## src/rtl/penc_scan_iter.sv

```systemverilog
// Sequential priority scanner: takes a multi-hot request vector and emits one set-bit index per beat.
// Optional build macro PENC_MSB_FIRST_EN adds a per-vector msb_first port for descending order.
//
// state | meaning
// IDLE  | no vector held, in_ready follows enable
// SCAN  | emitting beats for the accepted vector
module penc_scan_iter #(
    parameter  int WIDTH = 8,
    localparam int IDX_W = $clog2(WIDTH)
) (
    input  logic             clk,
    input  logic             rst_n,
    input  logic             enable,
    input  logic             in_valid,
    output logic             in_ready,
    input  logic [WIDTH-1:0] in_data,
`ifdef PENC_MSB_FIRST_EN
    input  logic             msb_first,
`endif
    output logic             out_valid,
    input  logic             out_ready,
    output logic [IDX_W-1:0] out_idx,
    output logic             out_last,
    output logic             out_none,
    output logic             busy
);

    typedef enum logic {IDLE, SCAN} state_t;

    state_t             state_q, state_d;
    logic [WIDTH-1:0]   pend_q, pend_d;
    logic               out_valid_q, out_valid_d;
    logic [IDX_W-1:0]   out_idx_q, out_idx_d;
    logic               out_last_q, out_last_d;
    logic               out_none_q, out_none_d;

    logic               take_last;
    logic               accept;
    logic               dir_msb;
    logic [WIDTH-1:0]   src_vec;
    logic [WIDTH-1:0]   src_rem;
    logic [IDX_W-1:0]   src_idx;

    function automatic logic [IDX_W-1:0] low_idx(input logic [WIDTH-1:0] v);
        low_idx = '0;
        for (int i = WIDTH-1; i >= 0; i--) begin
            if (v[i]) low_idx = IDX_W'(i);
        end
    endfunction

    function automatic logic [IDX_W-1:0] high_idx(input logic [WIDTH-1:0] v);
        high_idx = '0;
        for (int i = 0; i < WIDTH; i++) begin
            if (v[i]) high_idx = IDX_W'(i);
        end
    endfunction

    assign take_last = out_valid_q && out_ready && out_last_q;
    assign in_ready  = enable && (state_q == IDLE || take_last);
    assign accept    = in_valid && in_ready;

`ifdef PENC_MSB_FIRST_EN
    // Direction is latched on accept so it cannot change mid-vector.
    logic msb_q, msb_d;
    assign dir_msb = accept ? msb_first : msb_q;
    always_comb begin
        msb_d = msb_q;
        if (accept) msb_d = msb_first;
    end
    always_ff @(posedge clk or negedge rst_n) begin
        if (!rst_n) msb_q <= 1'b0;
        else        msb_q <= msb_d;
    end
`else
    assign dir_msb = 1'b0;
`endif

    // The next beat comes from the new vector on accept, otherwise from what is still pending.
    assign src_vec = accept ? in_data : pend_q;
    assign src_idx = dir_msb ? high_idx(src_vec) : low_idx(src_vec);
    assign src_rem = src_vec & ~(WIDTH'(1) << src_idx);

    always_comb begin
        state_d     = state_q;
        pend_d      = pend_q;
        out_valid_d = out_valid_q;
        out_idx_d   = out_idx_q;
        out_last_d  = out_last_q;
        out_none_d  = out_none_q;
        if (accept) begin
            state_d     = SCAN;
            out_valid_d = 1'b1;
            pend_d      = src_rem;
            out_idx_d   = src_idx;
            out_last_d  = (src_rem == '0);
            out_none_d  = (in_data == '0);
        end else if (out_valid_q && out_ready && !out_last_q) begin
            pend_d      = src_rem;
            out_idx_d   = src_idx;
            out_last_d  = (src_rem == '0);
        end else if (take_last) begin
            state_d     = IDLE;
            out_valid_d = 1'b0;
            out_last_d  = 1'b0;
            out_none_d  = 1'b0;
        end
    end

    always_ff @(posedge clk or negedge rst_n) begin
        if (!rst_n) begin
            state_q     <= IDLE;
            pend_q      <= '0;
            out_valid_q <= 1'b0;
            out_idx_q   <= '0;
            out_last_q  <= 1'b0;
            out_none_q  <= 1'b0;
        end else begin
            state_q     <= state_d;
            pend_q      <= pend_d;
            out_valid_q <= out_valid_d;
            out_idx_q   <= out_idx_d;
            out_last_q  <= out_last_d;
            out_none_q  <= out_none_d;
        end
    end

    assign out_valid = out_valid_q;
    assign out_idx   = out_idx_q;
    assign out_last  = out_last_q;
    assign out_none  = out_none_q;
    assign busy      = (state_q == SCAN);

endmodule

```

## config.mk

```make
export PLATFORM = sky130hd
export DESIGN_NAME = penc_scan_iter
export DESIGN_NICKNAME = d
export VERILOG_FILES = /design/src/rtl/penc_scan_iter.sv
export SDC_FILE = /design/constraint.sdc
export NUM_CORES = 1
export LEC_CHECK = 0
export ABC_AREA = 1
export CORE_MARGIN = 2
export CORE_UTILIZATION = 54
export DETAILED_ROUTE_END_ITERATION = 10
export PLACE_DENSITY = 0.79
export SLEW_MARGIN = 25
export SYNTH_ARGS = -nofsm -noshare
export SYNTH_HDL_FRONTEND = slang
export SYNTH_SLANG_ARGS = --single-unit
export TNS_END_PERCENT = 100
```

## constraint.sdc

```tcl
create_clock -name clk -period 3.8 [get_ports clk]
set_input_delay 0.38 -clock clk [delete_from_list [all_inputs] [get_ports clk]]
set_output_delay 0.38 -clock clk [all_outputs]
set_load 0.02 [all_outputs]
```

==> results of run 1 <==
-- worst paths after layout --
| path | from | endpoint |
|---|---|---|
| max | enable | in_ready |
| max reg2reg | out_valid$_DFFE_PN0P_ | out_last$_DFFE_PN0P_ |
| min | rst_n | out_none$_DFFE_PN0P_ |
| min reg2reg | out_idx[1]$_DFFE_PN0P_ | out_idx[1]$_DFFE_PN0P_ |
| max in group asynchronous | rst_n | pend_q[4]$_DFFE_PN0P_ |
| min in group clk | out_idx[1]$_DFFE_PN0P_ | out_idx[1]$_DFFE_PN0P_ |
-- report_power, final --
part,switching [mW],total (mW),internal [mW]
registers,0.0397,0.241,0.201
logic,0.382,0.608,0.226
clock network,0.0397,0.0764,0.0367
total,0.462,0.926,0.464
-- flip-flops by register name (all words and copies together), names as in the netlist --
register,cells
out_idx,3
out_last,1
out_none,1
out_valid,1
pend_q,8
-- per-layer routing --
layer  vias up  GRT usage  wire length, um
met4         0      0.124               37
li1        469          -                -
met2        19      0.325             1010
met1       428      0.337             1120
met5         -          0                0
met3         4     0.0264               69
-- cells in the final DEF, fill, tap and decap left out --
cell	count
o21ai_2	1
a21oi_1	2
clkdlybuf4s50_1	20
dfrtp_1	14
inv_2	1
nor3_1	1
clkbuf_4	3
nand2_1	35
nor2_4	3
o21bai_2	1
inv_1	15
nor2_1	5
nand2_4	7
nor4_1	1
and2_2	1
nand3_4	1
nand2_2	14
o21ai_0	7
clkinv_1	1
nor2_8	1
nand3b_1	1
nand3_1	2
nand4_1	12
o21ai_1	2
nand3_2	1
-- area by class of cell --
type                       instances  area, um2
multi-input combinational         98        584
fill                             158        512
sequential                        14        350
timing repair buffer              20        200
inverter                          17       63.8
tap                               25       31.3
clock buffer                       3       22.5
-- logic make-up after synthesis --
group	after synthesis	synth area share
AO/OA/AOI/OAI	13	0.0719
AND/OR/NAND/NOR	85	0.488
flip-flops	14	0.336
buffers and inverters	22	0.104
==> results.json, run 1 <==
{
  "drt_pass1_iterations": 4,
  "placed_cell_area_um2": 1230,
  "syn-cell-area_um2": 1040,
  "max_stage_delay_ns": 0.70,
  "rsz0062_at_grt": "false",
  "synthCells": 134,
  "postCtsSetupRepairBufs": 0,
  "dpl.hpwl_um": 1860,
  "critPathMaxFanout": 10,
  "power_density_nw_per_um2": 739,
  "area_delta_synth_final_pct": 20.0,
  "maxSlewViolCount": 0,
  "drt-initial-drc-count": 29,
  "grt_pass1_wl_um": 3550,
  "outcome": "finished, final reports clean",
  "cts_buffers": 3,
  "post_drt_wl_per_cell_um": 12.6,
  "cts_tree": "yes",
  "ys_ff_latch": 14,
  "start_util": 0.591,
  "slew_headroom": 0.620,
  "drive_gt1_frac": 0.224,
  "min_period_ns": 2.32,
  "path_buf_inv": 3,
  "layout.nets": 167,
  "required_ns": 3.42,
  "die_x_um": 48.0,
  "syn_nets": 147,
  "syn_avg_cell_area_um2": 7.79,
  "dp_slack_ns": 1.29,
  "core.rowCount": 15,
  "io_buffer_count": 20,
  "ctsResizeCount": 0,
  "fin_ws_ns": 1.48,
  "synth_commonest_cells": "nand2_1, inv_1, dfrtp_1, nand2_2, nand4_1",
  "setup-violations-final": 0,
  "hold_class": "input port to asynchronous set/reset pin",
  "ys_types": 26,
  "root_buffer": "clkbuf_4",
  "r2r_slack_ns": 1.67,
  "hold_ws_ns": 0.474,
  "slowest_stage": "clkdlybuf4s50_1",
  "cp.depth": 4,
  "reg2reg_depth": 14,
  "cts_hold_buf": 0,
  "yosys_most_used_dff": "dfrtp_1",
  "fmax_mhz": 432,
  "worst_pin_slew_ns": 0.568,
  "worstSetupPathType": "input port to output pin",
  "total_leakage_power_nw": 0.582,
  "clock_sinks": 14,
  "arrival_ns": 1.94,
  "grt_antenna_before_repair": 0,
  "yosys-top-cells-area": "dfrtp_1, nand2_1, nand2_2",
  "track_usage": 0.229,
  "grt_overflow": 0,
  "clk_latency_ns": 0.27,
  "wirelength_um": 2230,
  "yosysWarningCount": 0,
  "grt_pass1_vias": 800,
  "worst_path_dominant_cell_family": "buffers and inverters",
  "die-area_um2": 2300,
  "synth_top_cell_by_area": "dfrtp_1",
  "critical_path.startpoint_type": "input port",
  "worst_setup_path_end_kind": "output pin",
  "p_total_mw": 0.926,
  "synthArstFlopShare": 1.00,
  "ctsLongestPathBuffers": 2,
  "synth.most_common_cell": "nand2_1",
  "hold_viol_final": 0,
  "path_clk_slew_ns": 0.07,
  "core_um2": 1760,
  "ant_nets": 0,
  "place_inst": 174,
  "ys_seq_area_frac": 0.336,
  "grt_max_degree": 16,
  "die_y_um": 48.0,
  "synth_top_cell_area_share": 0.336,
  "irDropWorstVdd_mv": 0.577,
  "routabilityCongestion": 0.875,
  "synth_edf_count": 0,
  "final_cells": 177,
  "diodes": 0,
  "io_pins": 21,
  "maxCapViolCount": 0,
  "stdcell_area_um2": 1250,
  "fin_crit_sh": 0.610,
  "htree_levels": 1,
  "skew_ns": 0.000563,
  "via_per_inst": 5.20,
  "crit_top_cell": "clkdlybuf4s50_1",
  "drc": 0,
  "tns_ns": 0,
  "worstPathCellList": "clkdlybuf4s50_1, inv_1, a21oi_1, clkdlybuf4s50_1",
  "routed-via-count": 920,
  "final_util": 0.710
}
(Power assumes the default switching activity.)
==> run 2, diff against run 1 <==
--- a/config.mk
+++ b/config.mk
@@ -7,9 +7,9 @@
 export LEC_CHECK = 0
 export ABC_AREA = 1
 export CORE_MARGIN = 2
-export CORE_UTILIZATION = 54
+export CORE_UTILIZATION = 50
 export DETAILED_ROUTE_END_ITERATION = 10
-export PLACE_DENSITY = 0.79
+export PLACE_DENSITY = 0.74
 export SLEW_MARGIN = 25
 export SYNTH_ARGS = -nofsm -noshare
 export SYNTH_HDL_FRONTEND = slang
==> constraint.sdc (replaced) <==
create_clock -name clk -period 2.3 [get_ports clk]
set_input_delay 0.23 -clock clk [delete_from_list [all_inputs] [get_ports clk]]
set_output_delay 0.23 -clock clk [all_outputs]
set_load 0.02 [all_outputs]
==> results.json, run 2 (synthesis results as in run 1) <==
{
  "max_flop_register": "pend_q",
  "grt_pass1_vias": 882,
  "outcome": "finished, final reports clean",
  "worstSetupPathType": "input port to flip-flop",
  "arrival_ns": 2.24,
  "power_density_nw_per_um2": 1230,
  "p_seq_frac": 0.256,
  "total_leakage_power_nw": 0.592,
  "drc": 0,
  "switching_share": 0.500,
  "core.rowCount": 16,
  "path_clk_slew_ns": 0.07,
  "routed-via-count": 940,
  "clk_latency_ns": 0.27,
  "critPathMaxFanout": 12,
  "critical_path.startpoint_type": "input port",
  "cts_tree": "yes",
  "start_util": 0.532,
  "grt_antenna_before_repair": 0,
  "die_y_um": 49.7,
  "io_buffer_count": 20,
  "wirelength_um": 2360,
  "place_inst": 178,
  "post_drt_wl_per_cell_um": 13.0,
  "diodes": 0,
  "drive_gt1_frac": 0.234,
  "die_x_um": 49.7,
  "die-area_um2": 2470,
  "slew_headroom": 0.607,
  "drt_pass1_iterations": 4,
  "hold_viol_final": 0,
  "via_per_inst": 5.19,
  "htree_levels": 1,
  "worst_pin_slew_ns": 0.587,
  "final_cell_mix": "nand2_1, clkdlybuf4s50_1, inv_1, nand2_2, dfrtp_1",
  "maxSlewViolCount": 0,
  "ctsLongestPathBuffers": 2,
  "postCtsSetupRepairBufs": 0,
  "setup-violations-final": 0,
  "cts_hold_buf": 0,
  "mostFrequentLayoutCell": "nand2_1",
  "p_sw_mw": 0.779,
  "clock_sinks": 14,
  "grt_pass1_wl_um": 3970,
  "core_um2": 1960,
  "p_int_mw": 0.780,
  "p_total_mw": 1.56,
  "root_buffer": "clkbuf_4",
  "grt_overflow": 0,
  "maxCapViolCount": 0,
  "min_period_ns": 2.02,
  "clkPwrFrac": 0.083,
  "worst_setup_path_end_kind": "flip-flop",
  "cts_buffers": 3,
  "final_cells": 181,
  "irDropWorstVdd_mv": 0.792,
  "largest_reg_flops": 8,
  "hold_class": "input port to asynchronous set/reset pin",
  "tns_ns": 0,
  "io_pins": 21,
  "skew_ns": 0.00170,
  "fmax_mhz": 494,
  "ant_nets": 0,
  "track_usage": 0.210,
  "layout.nets": 169,
  "p_comb_frac": 0.660,
  "area_delta_synth_final_pct": 21.7,
  "dpl.hpwl_um": 1900,
  "required_ns": 2.51,
  "grt_max_degree": 16,
  "fin_crit_sh": 0.880,
  "routabilityCongestion": 0.821,
  "ctsResizeCount": 0,
  "drt-initial-drc-count": 30,
  "rsz0062_at_grt": "false"
}
-- run 2: changes by cell type in the layout (fill, tap and decap cells not counted) --
cell and change:
buf_4 +2
-- run 2: layer usage --
metal	share of wire	wire, um	global-route usage
met5	0	0	0
met4	0.0093	22	0.0972
met3	0.070	166	0.0242
met2	0.47	1120	0.338
met1	0.45	1050	0.282
-- run 2: power groups by stage --
stage,Clock (mW),Combinational (mW),Sequential [mW]
2_1_floorplan,0,0.715,0.441
3_3_place_gp,0,1.01,0.403
3_5_place_dp,0,1.02,0.403
4_1_cts,0.131,1.03,0.399
5_1_grt,0.142,1.14,0.410
6_report,0.130,1.03,0.400
-- run 2: through the flow --
| step | utilization | hold slack, ns | setup slack (ns) | area [um2] |
|---|---|---|---|---|
| 4_1_cts | 0.647 | 0.351 | 0.272 | 1270 |
| 6_report | 0.647 | 0.329 | 0.277 | 1270 |
| 3_5_place_dp | 0.636 | 0.472 | 0.0161 | 1250 |
| 2_1_floorplan | - | -0.0656 | 0.261 | 1040 |
| 3_3_place_gp | 0.636 | 0.471 | 0.0619 | 1250 |
| 5_1_grt | 0.647 | 0.376 | 0.0383 | 1270 |
-- run 2: final cells by class --
class,count,area [um2]
inverters,17,63.8
clock buffers,3,22.5
multi-input cells,98,584
flip-flops and latches,14,350
repair buffers,22,215
well taps,27,33.8
fillers,185,692
-- run 2: path summary, 6_finish.rpt --
| path | cells past startpoint | slack (ns) | end | start |
|---|---|---|---|---|
| worst max-delay path | 13 | 0.28 | out_last$_DFFE_PN0P_ | in_valid |
| max in group asynchronous | 1 | 1.59 | out_none$_DFFE_PN0P_ | rst_n |
| worst min register to register | 2 | 0.49 | out_idx[2]$_DFFE_PN0P_ | out_idx[2]$_DFFE_PN0P_ |
| min in group clk | 2 | 0.49 | out_idx[2]$_DFFE_PN0P_ | out_idx[2]$_DFFE_PN0P_ |
| worst min-delay path | 1 | 0.33 | pend_q[5]$_DFFE_PN0P_ | rst_n |
| worst max register to register | 14 | 0.28 | out_last$_DFFE_PN0P_ | out_valid$_DFFE_PN0P_ |
-- run 2: critical path, cell delays in order --
cell,delay (ns)
clkdlybuf4s50_1,0.69
nand3_4,0.23
nand2_1,0.17
nand2_4,0.08
nor2_4,0.10
nand2_1,0.07
nand2_2,0.08
nand2_2,0.08
o21ai_2,0.18
nand3_1,0.10
nor2_1,0.09
nand4_1,0.07
nand2_1,0.06
